## src/rtl/snn_pkg.sv

```systemverilog
// Shared definitions for the spiking activation unit: scheduler states and
// default widths / reset values.
package snn_pkg;

  localparam int DATA_WIDTH_DEF  = 16;
  localparam int TIMER_WIDTH_DEF = 5;

  localparam logic signed [DATA_WIDTH_DEF-1:0] THRESH_RESET_DEF = 16'sd256;

  typedef enum logic [2:0] {
    IDLE,
    CLEAR,
    WAIT,
    FIRE,
    SETTLE,
    READOUT,
    DONE
  } state_t;

endpackage

```

## src/rtl/threshold_regfile.sv

```systemverilog
// Per-column signed threshold registers with a locked, range-checked write port.
// Rejected writes raise a one-cycle error pulse on the following cycle.
module threshold_regfile
  import snn_pkg::*;
#(
  parameter int                              NUM_COLUMNS  = 3,
  parameter int                              DATA_WIDTH   = DATA_WIDTH_DEF,
  parameter logic signed [DATA_WIDTH-1:0]    THRESH_RESET = DATA_WIDTH'(THRESH_RESET_DEF)
) (
  input  logic                              clk,
  input  logic                              rst,
  input  logic                              lock,
  input  logic                              cfg_we,
  input  logic [$clog2(NUM_COLUMNS)-1:0]    cfg_addr,
  input  logic signed [DATA_WIDTH-1:0]      cfg_data,
  output logic                              cfg_err,
  output logic [NUM_COLUMNS*DATA_WIDTH-1:0] threshold_bus
);

  logic signed [DATA_WIDTH-1:0] r_thresh [NUM_COLUMNS];
  logic                         r_cfg_err;
  logic                         w_addr_ok;
  logic                         w_wr_en;
  logic                         w_reject;

  assign w_addr_ok = int'(cfg_addr) < NUM_COLUMNS;
  assign w_wr_en   = cfg_we && !lock && w_addr_ok;
  assign w_reject  = cfg_we && (lock || !w_addr_ok);

  // NOTE: sequential state uses non-blocking assignments so every register
  // samples the pre-edge values of its inputs.
  always_ff @(posedge clk) begin
    if (rst) begin
      r_cfg_err <= 1'b0;
      // NOTE: this register array is reset explicitly because the thresholds
      // must come up at a defined value; plain storage arrays are not reset.
      for (int i = 0; i < NUM_COLUMNS; i++) begin
        r_thresh[i] <= THRESH_RESET;
      end
    end else begin
      r_cfg_err <= w_reject;
      for (int i = 0; i < NUM_COLUMNS; i++) begin
        if (w_wr_en && int'(cfg_addr) == i) begin
          r_thresh[i] <= cfg_data;
        end
      end
    end
  end

  // NOTE: combinational blocks assign a default first so no path can infer a latch.
  always_comb begin
    threshold_bus = '0;
    for (int i = 0; i < NUM_COLUMNS; i++) begin
      threshold_bus[i*DATA_WIDTH +: DATA_WIDTH] = r_thresh[i];
    end
  end

  assign cfg_err = r_cfg_err;

endmodule

```

## src/rtl/activation_scheduler.sv

```systemverilog
// Window sequencer for the spiking activation unit: clears accumulators, issues one
// fire-enable per accepted timestep, then streams the captured spike counts out.
module activation_scheduler
  import snn_pkg::*;
#(
  parameter int                           NUM_COLUMNS  = 3,
  parameter int                           DATA_WIDTH   = DATA_WIDTH_DEF,
  parameter int                           TIMER_WIDTH  = TIMER_WIDTH_DEF,
  parameter logic signed [DATA_WIDTH-1:0] THRESH_RESET = DATA_WIDTH'(THRESH_RESET_DEF)
) (
  input  logic                               clk,
  input  logic                               rst,
  input  logic                               cfg_we,
  input  logic [$clog2(NUM_COLUMNS)-1:0]     cfg_addr,
  input  logic signed [DATA_WIDTH-1:0]       cfg_data,
  output logic                               cfg_err,
  input  logic                               start,
  input  logic [TIMER_WIDTH-1:0]             num_timesteps,
  output logic                               busy,
  output logic                               done,
  input  logic                               mp_valid,
  output logic                               mp_ready,
  output logic [TIMER_WIDTH-1:0]             ts_index,
  output logic                               act_clear,
  output logic                               act_en,
  output logic [NUM_COLUMNS*DATA_WIDTH-1:0]  threshold_bus,
  input  logic [NUM_COLUMNS*TIMER_WIDTH-1:0] spikes_in,
  output logic                               out_valid,
  input  logic                               out_ready,
  output logic [$clog2(NUM_COLUMNS)-1:0]     out_col,
  output logic [TIMER_WIDTH-1:0]             out_spikes
);

  localparam int                CW       = $clog2(NUM_COLUMNS);
  localparam logic [CW-1:0]     LAST_COL = CW'(NUM_COLUMNS - 1);

  state_t                  r_state;
  state_t                  w_next_state;
  logic [TIMER_WIDTH-1:0]  r_num_ts;
  logic [TIMER_WIDTH-1:0]  r_ts_index;
  logic [CW-1:0]           r_out_col;
  logic [TIMER_WIDTH-1:0]  r_snapshot [NUM_COLUMNS];
  logic [TIMER_WIDTH-1:0]  w_out_spikes;
  logic                    w_last_ts;
  logic                    w_last_col;

  assign w_last_ts  = (r_ts_index == r_num_ts - TIMER_WIDTH'(1));
  assign w_last_col = (r_out_col == LAST_COL);

  threshold_regfile #(
    .NUM_COLUMNS  (NUM_COLUMNS),
    .DATA_WIDTH   (DATA_WIDTH),
    .THRESH_RESET (THRESH_RESET)
  ) u_threshold_regfile (
    .clk           (clk),
    .rst           (rst),
    .lock          (busy),
    .cfg_we        (cfg_we),
    .cfg_addr      (cfg_addr),
    .cfg_data      (cfg_data),
    .cfg_err       (cfg_err),
    .threshold_bus (threshold_bus)
  );

  always_ff @(posedge clk) begin
    if (rst) begin
      r_state <= IDLE;
    end else begin
      r_state <= w_next_state;
    end
  end

  always_comb begin
    w_next_state = r_state;
    unique case (r_state)
      IDLE:    if (start) w_next_state = CLEAR;
      CLEAR:   w_next_state = (r_num_ts == '0) ? SETTLE : WAIT;
      WAIT:    if (mp_valid) w_next_state = FIRE;
      FIRE:    w_next_state = w_last_ts ? SETTLE : WAIT;
      SETTLE:  w_next_state = READOUT;
      READOUT: if (out_ready && w_last_col) w_next_state = DONE;
      DONE:    w_next_state = IDLE;
      default: w_next_state = IDLE;
    endcase
  end

  // Datapath: window length, timestep counter, readout pointer and snapshot.
  always_ff @(posedge clk) begin
    if (rst) begin
      r_num_ts   <= '0;
      r_ts_index <= '0;
      r_out_col  <= '0;
      for (int i = 0; i < NUM_COLUMNS; i++) begin
        r_snapshot[i] <= '0;
      end
    end else begin
      unique case (r_state)
        IDLE: begin
          if (start) begin
            r_num_ts   <= num_timesteps;
            r_ts_index <= '0;
          end
        end
        FIRE: begin
          if (!w_last_ts) begin
            r_ts_index <= r_ts_index + TIMER_WIDTH'(1);
          end
        end
        SETTLE: begin
          r_out_col <= '0;
          for (int i = 0; i < NUM_COLUMNS; i++) begin
            r_snapshot[i] <= spikes_in[i*TIMER_WIDTH +: TIMER_WIDTH];
          end
        end
        READOUT: begin
          if (out_ready && !w_last_col) begin
            r_out_col <= r_out_col + CW'(1);
          end
        end
        default: ;
      endcase
    end
  end

  always_comb begin
    w_out_spikes = '0;
    for (int i = 0; i < NUM_COLUMNS; i++) begin
      if (int'(r_out_col) == i) begin
        w_out_spikes = r_snapshot[i];
      end
    end
  end

  assign busy       = (r_state != IDLE);
  assign done       = (r_state == DONE);
  assign mp_ready   = (r_state == WAIT);
  assign act_clear  = (r_state == CLEAR);
  assign act_en     = (r_state == FIRE);
  assign out_valid  = (r_state == READOUT);
  assign ts_index   = r_ts_index;
  assign out_col    = r_out_col;
  assign out_spikes = w_out_spikes;

endmodule

```

## config.mk

```make
export PLATFORM = sky130hd
export DESIGN_NAME = activation_scheduler
export DESIGN_NICKNAME = d
export VERILOG_FILES = /design/src/rtl/snn_pkg.sv /design/src/rtl/threshold_regfile.sv /design/src/rtl/activation_scheduler.sv
export SDC_FILE = /design/constraint.sdc
export NUM_CORES = 1
export LEC_CHECK = 0
export CAP_MARGIN = 20
export CORE_UTILIZATION = 50
export CTS_BUF_LIST = sky130_fd_sc_hd__clkbuf_4 sky130_fd_sc_hd__clkbuf_8
export CTS_CLUSTER_SIZE = 40
export DETAILED_ROUTE_END_ITERATION = 8
export PLACE_DENSITY = 0.87
export SYNTH_ARGS = -nofsm -noshare
export SYNTH_HDL_FRONTEND = slang
export SYNTH_SLANG_ARGS = --single-unit
```

## constraint.sdc

```tcl
create_clock -name clk -period 5.5 [get_ports clk]
set_clock_uncertainty 0.15 [all_clocks]
set_input_delay 1.1 -clock clk [delete_from_list [all_inputs] [get_ports clk]]
set_output_delay 1.1 -clock clk [all_outputs]
set_load 0.02 [all_outputs]
```

Yosys cells after proc, flatten, opt, wreduce, memory -nomap -nowiden
Memory sizes are Yosys's and may differ from the RTL's. Cells that the tools add are included.

Flip-flop bits (word level): 16. RAM bits: 63. Output and inout bits: 67. Word-level logic and storage cells: 91. Memories: 2.

Memory list: u_threshold_regfile.r_thresh (words 3, bits a word 16, read ports 3, clocked after Yosys merged registers in 0, wr ports 3, line threshold_regfile.sv:20) `logic signed [DATA_WIDTH-1:0] r_thresh [NUM_COLUMNS];`; r_snapshot (words 3, bits a word 5, read ports 3, clocked after Yosys merged registers in 0, wr ports 3, line activation_scheduler.sv:42) `logic [TIMER_WIDTH-1:0] r_snapshot [NUM_COLUMNS];`.

Add/sub/neg operators: 3. Magnitude comparators: 1. Eq/ne operators: 17. Multiplexer cells: 34. Bitwise logic cells: 6. Reductions and logical operators: 23.

Operators by type and width (number): two-way mux 16 bit (3); two-way mux 5 bit (8); case mux 3 bit (6 select lines) (1); two-way mux 3 bit (5); two-way mux 1 bit (14); equality test 2 bit, second input constant (5); case mux 5 bit (2 select lines) (1); equality test 3 bit, second input constant (3); logical AND 1 bit (8); equality test 3 x 2 -> 1 bit, second input constant (2); != test 2 bit, second input constant (3); bitwise OR 1 bit (6); AND reduction 3 bit (2); adder 5 x 1 -> 5 bit, second input constant (1); equality test 5 bit (1); zero test 5 bit (1); subtractor 5 x 1 -> 5 bit, second input constant (1); zero test 2 bit (2); != test 2 x 1 -> 1 bit, second input constant (2); case mux 2 bit (2 select lines) (1); AND reduction 2 bit (2); nonzero test 2 bit (2); equality test 3 x 1 -> 1 bit, second input constant (1); zero test 1 bit (3); other kinds (6) (6).

Depth between registers and ports, before layout
Depth after elaboration: 9. Gate-level depth with buffers: 7. Gate-level depth less buffers: 7.

Modules after synthesis
A second synthesis with hierarchy kept.

Cells, all modules: 239. Area, all modules: 3255.6 um2.

Modules (own cells, without submodules): threshold_regfile (times used 1, cells an instance 77, area an instance 1680.4 um2, seq. area each 1461.4 um2); activation_scheduler (times used 1, cells an instance 162, area an instance 1575.3 um2, seq. area each 750.7 um2).

Worst setup path after synthesis
No wires, ideal clock.

Path kind: flip-flop to output port. From: register r_out_col[1], in the netlist out_col[1]. To: output port out_spikes[0]. Arrival time: 1.608 ns. Required time: 4.250 ns. Setup slack: 2.642 ns. Cell stages (with the launch flop): 6. Path through: dfxtp_1 inv_1 ha_1 nor2b_1 a22oi_1 o21ai_0.

Cells in the longest elaborated chain, start to end: 4.

Ends and longest elaborated chain: start, declared (line activation_scheduler.sv:41) `logic [CW-1:0] r_out_col;`; start signal, assigned (line activation_scheduler.sv:117) `r_out_col <= r_out_col + CW'(1);`; zero test 2 bit (line activation_scheduler.sv:128) `if (int'(r_out_col) == i) begin`; two-way mux 5 bit (2 in a row) (line activation_scheduler.sv:128); two-way mux 5 bit (*) (line activation_scheduler.sv:128); end, declared (line activation_scheduler.sv:31) `output logic [TIMER_WIDTH-1:0] out_spikes`.

Every way passes the cells marked *; elsewhere a longest branch is shown, timed or not.

Worst setup path after layout
From: register r_out_col[1], in the netlist out_col[1]. To: output port out_spikes[1].

Same word-level chain as after synthesis.

==> impl_metrics.json <==
{
  "status": "complete, no violations",
  "route.detailed.drc": 0,
  "grt_pass1_vias": 2199,
  "syn_nets": 289,
  "grt_usage": 0.210,
  "synth_seq_cells": 79,
  "drive_gt1_frac": 0.0722,
  "dpl.hpwl_um": 5160,
  "antenna_found_initial": 0,
  "drt_iter0_markers": 92,
  "ir_worst_vdd_v": 0.000174,
  "row_count": 28,
  "hold-worst-slack_ns": 0.341,
  "setup_tns_ns": 0,
  "ys.flop_type": "edfxtp_1",
  "rsz0062_at_grt": "no",
  "synth_top_area_frac": 0.589,
  "cp.required_ns": 4.25,
  "clock_latency_ns": 0.33,
  "maxCapViolCount": 0,
  "diodes": 0,
  "ctsHoldBuffers": 0,
  "synth_area_mm2": 0.00321,
  "grt_pass1_wl_um": 10000,
  "place_congestion": 0.758,
  "routed_via_density": 5.20,
  "port_buffers": 110,
  "die-width_um": 82.1,
  "avgSynthCellArea_um2": 13.4,
  "cts_tree": "done",
  "worstMarginPinSlew_ns": 0.882,
  "synth_edf_count": 63,
  "ys_types": 38,
  "post_cts_resized": 0,
  "cts_root_buf": "clkbuf_8",
  "path_clk_slew_ns": 0.08,
  "start_kind": "flip-flop",
  "p_leak_nw": 1.70,
  "worstSetupPathType": "reg -> out",
  "min_path_type": "reg -> reg",
  "fmax_mhz": 272,
  "hold_viol": 0,
  "finalPower_mw": 1.51,
  "grt_max_degree": 24,
  "pin_count": 111,
  "initial_core_util": 0.530,
  "relSlewSlack": 0.410,
  "period_share": 0.667,
  "setup_viol": 0,
  "die_h_um": 82.1,
  "fp.coreArea_mm2": 0.00606,
  "ys_top_cells_by_area": "edfxtp_1 (59%), dfxtp_1 (10%), and2_1 (6.0%)",
  "num-fill-cells": 385,
  "final_max_slew_viol_count": 0,
  "cp.arrival_ns": 2.42,
  "cts_buffers": 9,
  "drtAntennaViolNets": 0,
  "area_growth_pct": 42.2,
  "finalCriticalPeriod_ns": 3.67,
  "yosys-top-cells-count": "edfxtp_1 (63), and2_1 (31), nand2_1 (27)",
  "yosysWarnings": 0,
  "clockBufferDepth": 2,
  "post-synth-top-area-cell": "edfxtp_1",
  "drt_first_pass_iters": 4,
  "nets": 404,
  "seq_area_frac_synth": 0.689,
  "synth-async-reset-ratio": 0,
  "htree_levels": 3,
  "vias": 2263,
  "die_area_mm2": 0.00675,
  "endpoint_kind": "output pin",
  "critPathMaxFanout": 7,
  "grt.overflow.total": 0,
  "synth_most_common_cell": "edfxtp_1",
  "routed_wirelength_um": 6940,
  "postCtsSetupBuffers": 0,
  "cts.sinks": 79,
  "post_drt_wl_per_cell_um": 15.9,
  "power.density_mw_per_mm2": 330,
  "syn_inst": 240
}
==> final cells by class <==
type	instances	area (um^2)	area share
clock inverters	7	56.3	0.0123
repair buffers	112	1110	0.244
flip-flops and latches	79	2210	0.485
inverters	8	30.0	0.00658
clock buffers	9	124	0.0271
well taps	75	93.8	0.0206
multi-input cells	145	936	0.205
==> layout by cell type, fill, tap and decap left out, types with 3 or more instances in the layout <==
| cell type | count |
|---|---|
| a21oi_1 | 15 |
| a22oi_1 | 5 |
| and2_1 | 31 |
| clkbuf_8 | 9 |
| clkdlybuf4s50_1 | 110 |
| dfxtp_1 | 16 |
| edfxtp_1 | 63 |
| ha_1 | 5 |
| inv_1 | 8 |
| nand2_1 | 27 |
| nand2b_1 | 5 |
| nor2_1 | 11 |
| nor2b_1 | 3 |
| nor3_1 | 4 |
| o21ai_0 | 7 |
| xnor2_1 | 4 |
==> layer usage <==
metal	global-route usage	part of all wire	wire length, um
met3	0.0363	0.058	399
met2	0.381	0.53	3710
met1	0.227	0.38	2620
met4	0.128	0.031	212
met5	0	0	0
==> worst paths after layout <==
check                           startpoint                                           end  slack [ns]  cells past startpoint
setup reg to reg   r_state[0]$_SDFFE_PP0P_  u_threshold_regfile.r_thresh[0][8]$_DFFE_PP_        3.25                      4
setup / recovery   out_col[1]$_SDFFE_PP0P_                                 out_spikes[1]        1.83                      6
hold / removal    r_num_ts[1]$_SDFFE_PP0P_                      r_num_ts[1]$_SDFFE_PP0P_        0.34                      2
hold reg to reg   r_num_ts[1]$_SDFFE_PP0P_                      r_num_ts[1]$_SDFFE_PP0P_        0.34                      2
==> report_power, final <==
part	total (mW)	internal [mW]	switching, mW
combinational	0.369	0.171	0.198
clock	0.379	0.168	0.211
sequential	0.758	0.719	0.0389
==> flip-flops by register name (all words and copies together) (netlist names) <==
register / flops
ts_index: 5
u_threshold_regfile.cfg_err: 1
r_snapshot: 15
out_col: 2
r_state: 3
r_num_ts: 5
u_threshold_regfile.r_thresh: 48
==> kinds of logic after synthesis <==
group / Yosys count / synth area share
compound gates: 35 / 0.0709
xor+xnor: 7 / 0.0242
fa+ha+maj: 5 / 0.0195
buf+inv: 16 / 0.0199
flops: 79 / 0.689
mux: 3 / 0.0109
simple gates: 95 / 0.166
==> through the flow <==
stage          area, um^2  worst slack (ns)  std cells   util
2_1_floorplan        3210              2.64        240      -
3_3_place_gp         4370              2.06        417  0.722
3_5_place_dp         4380              1.91        418  0.723
4_1_cts              4560              1.84        434  0.752
5_1_grt              4570              1.65        435  0.753
6_report             4570              1.83        435  0.753
==> worst max-delay path, stage by stage, from the launching register on <==
cell,delay [ns]
dfxtp_1,0.42
inv_1,0.10
ha_1,0.29
nor2b_1,0.31
a22oi_1,0.11
o21ai_0,0.23
clkdlybuf4s50_1,0.64
Note: power is estimated with default switching activity, not from simulation.
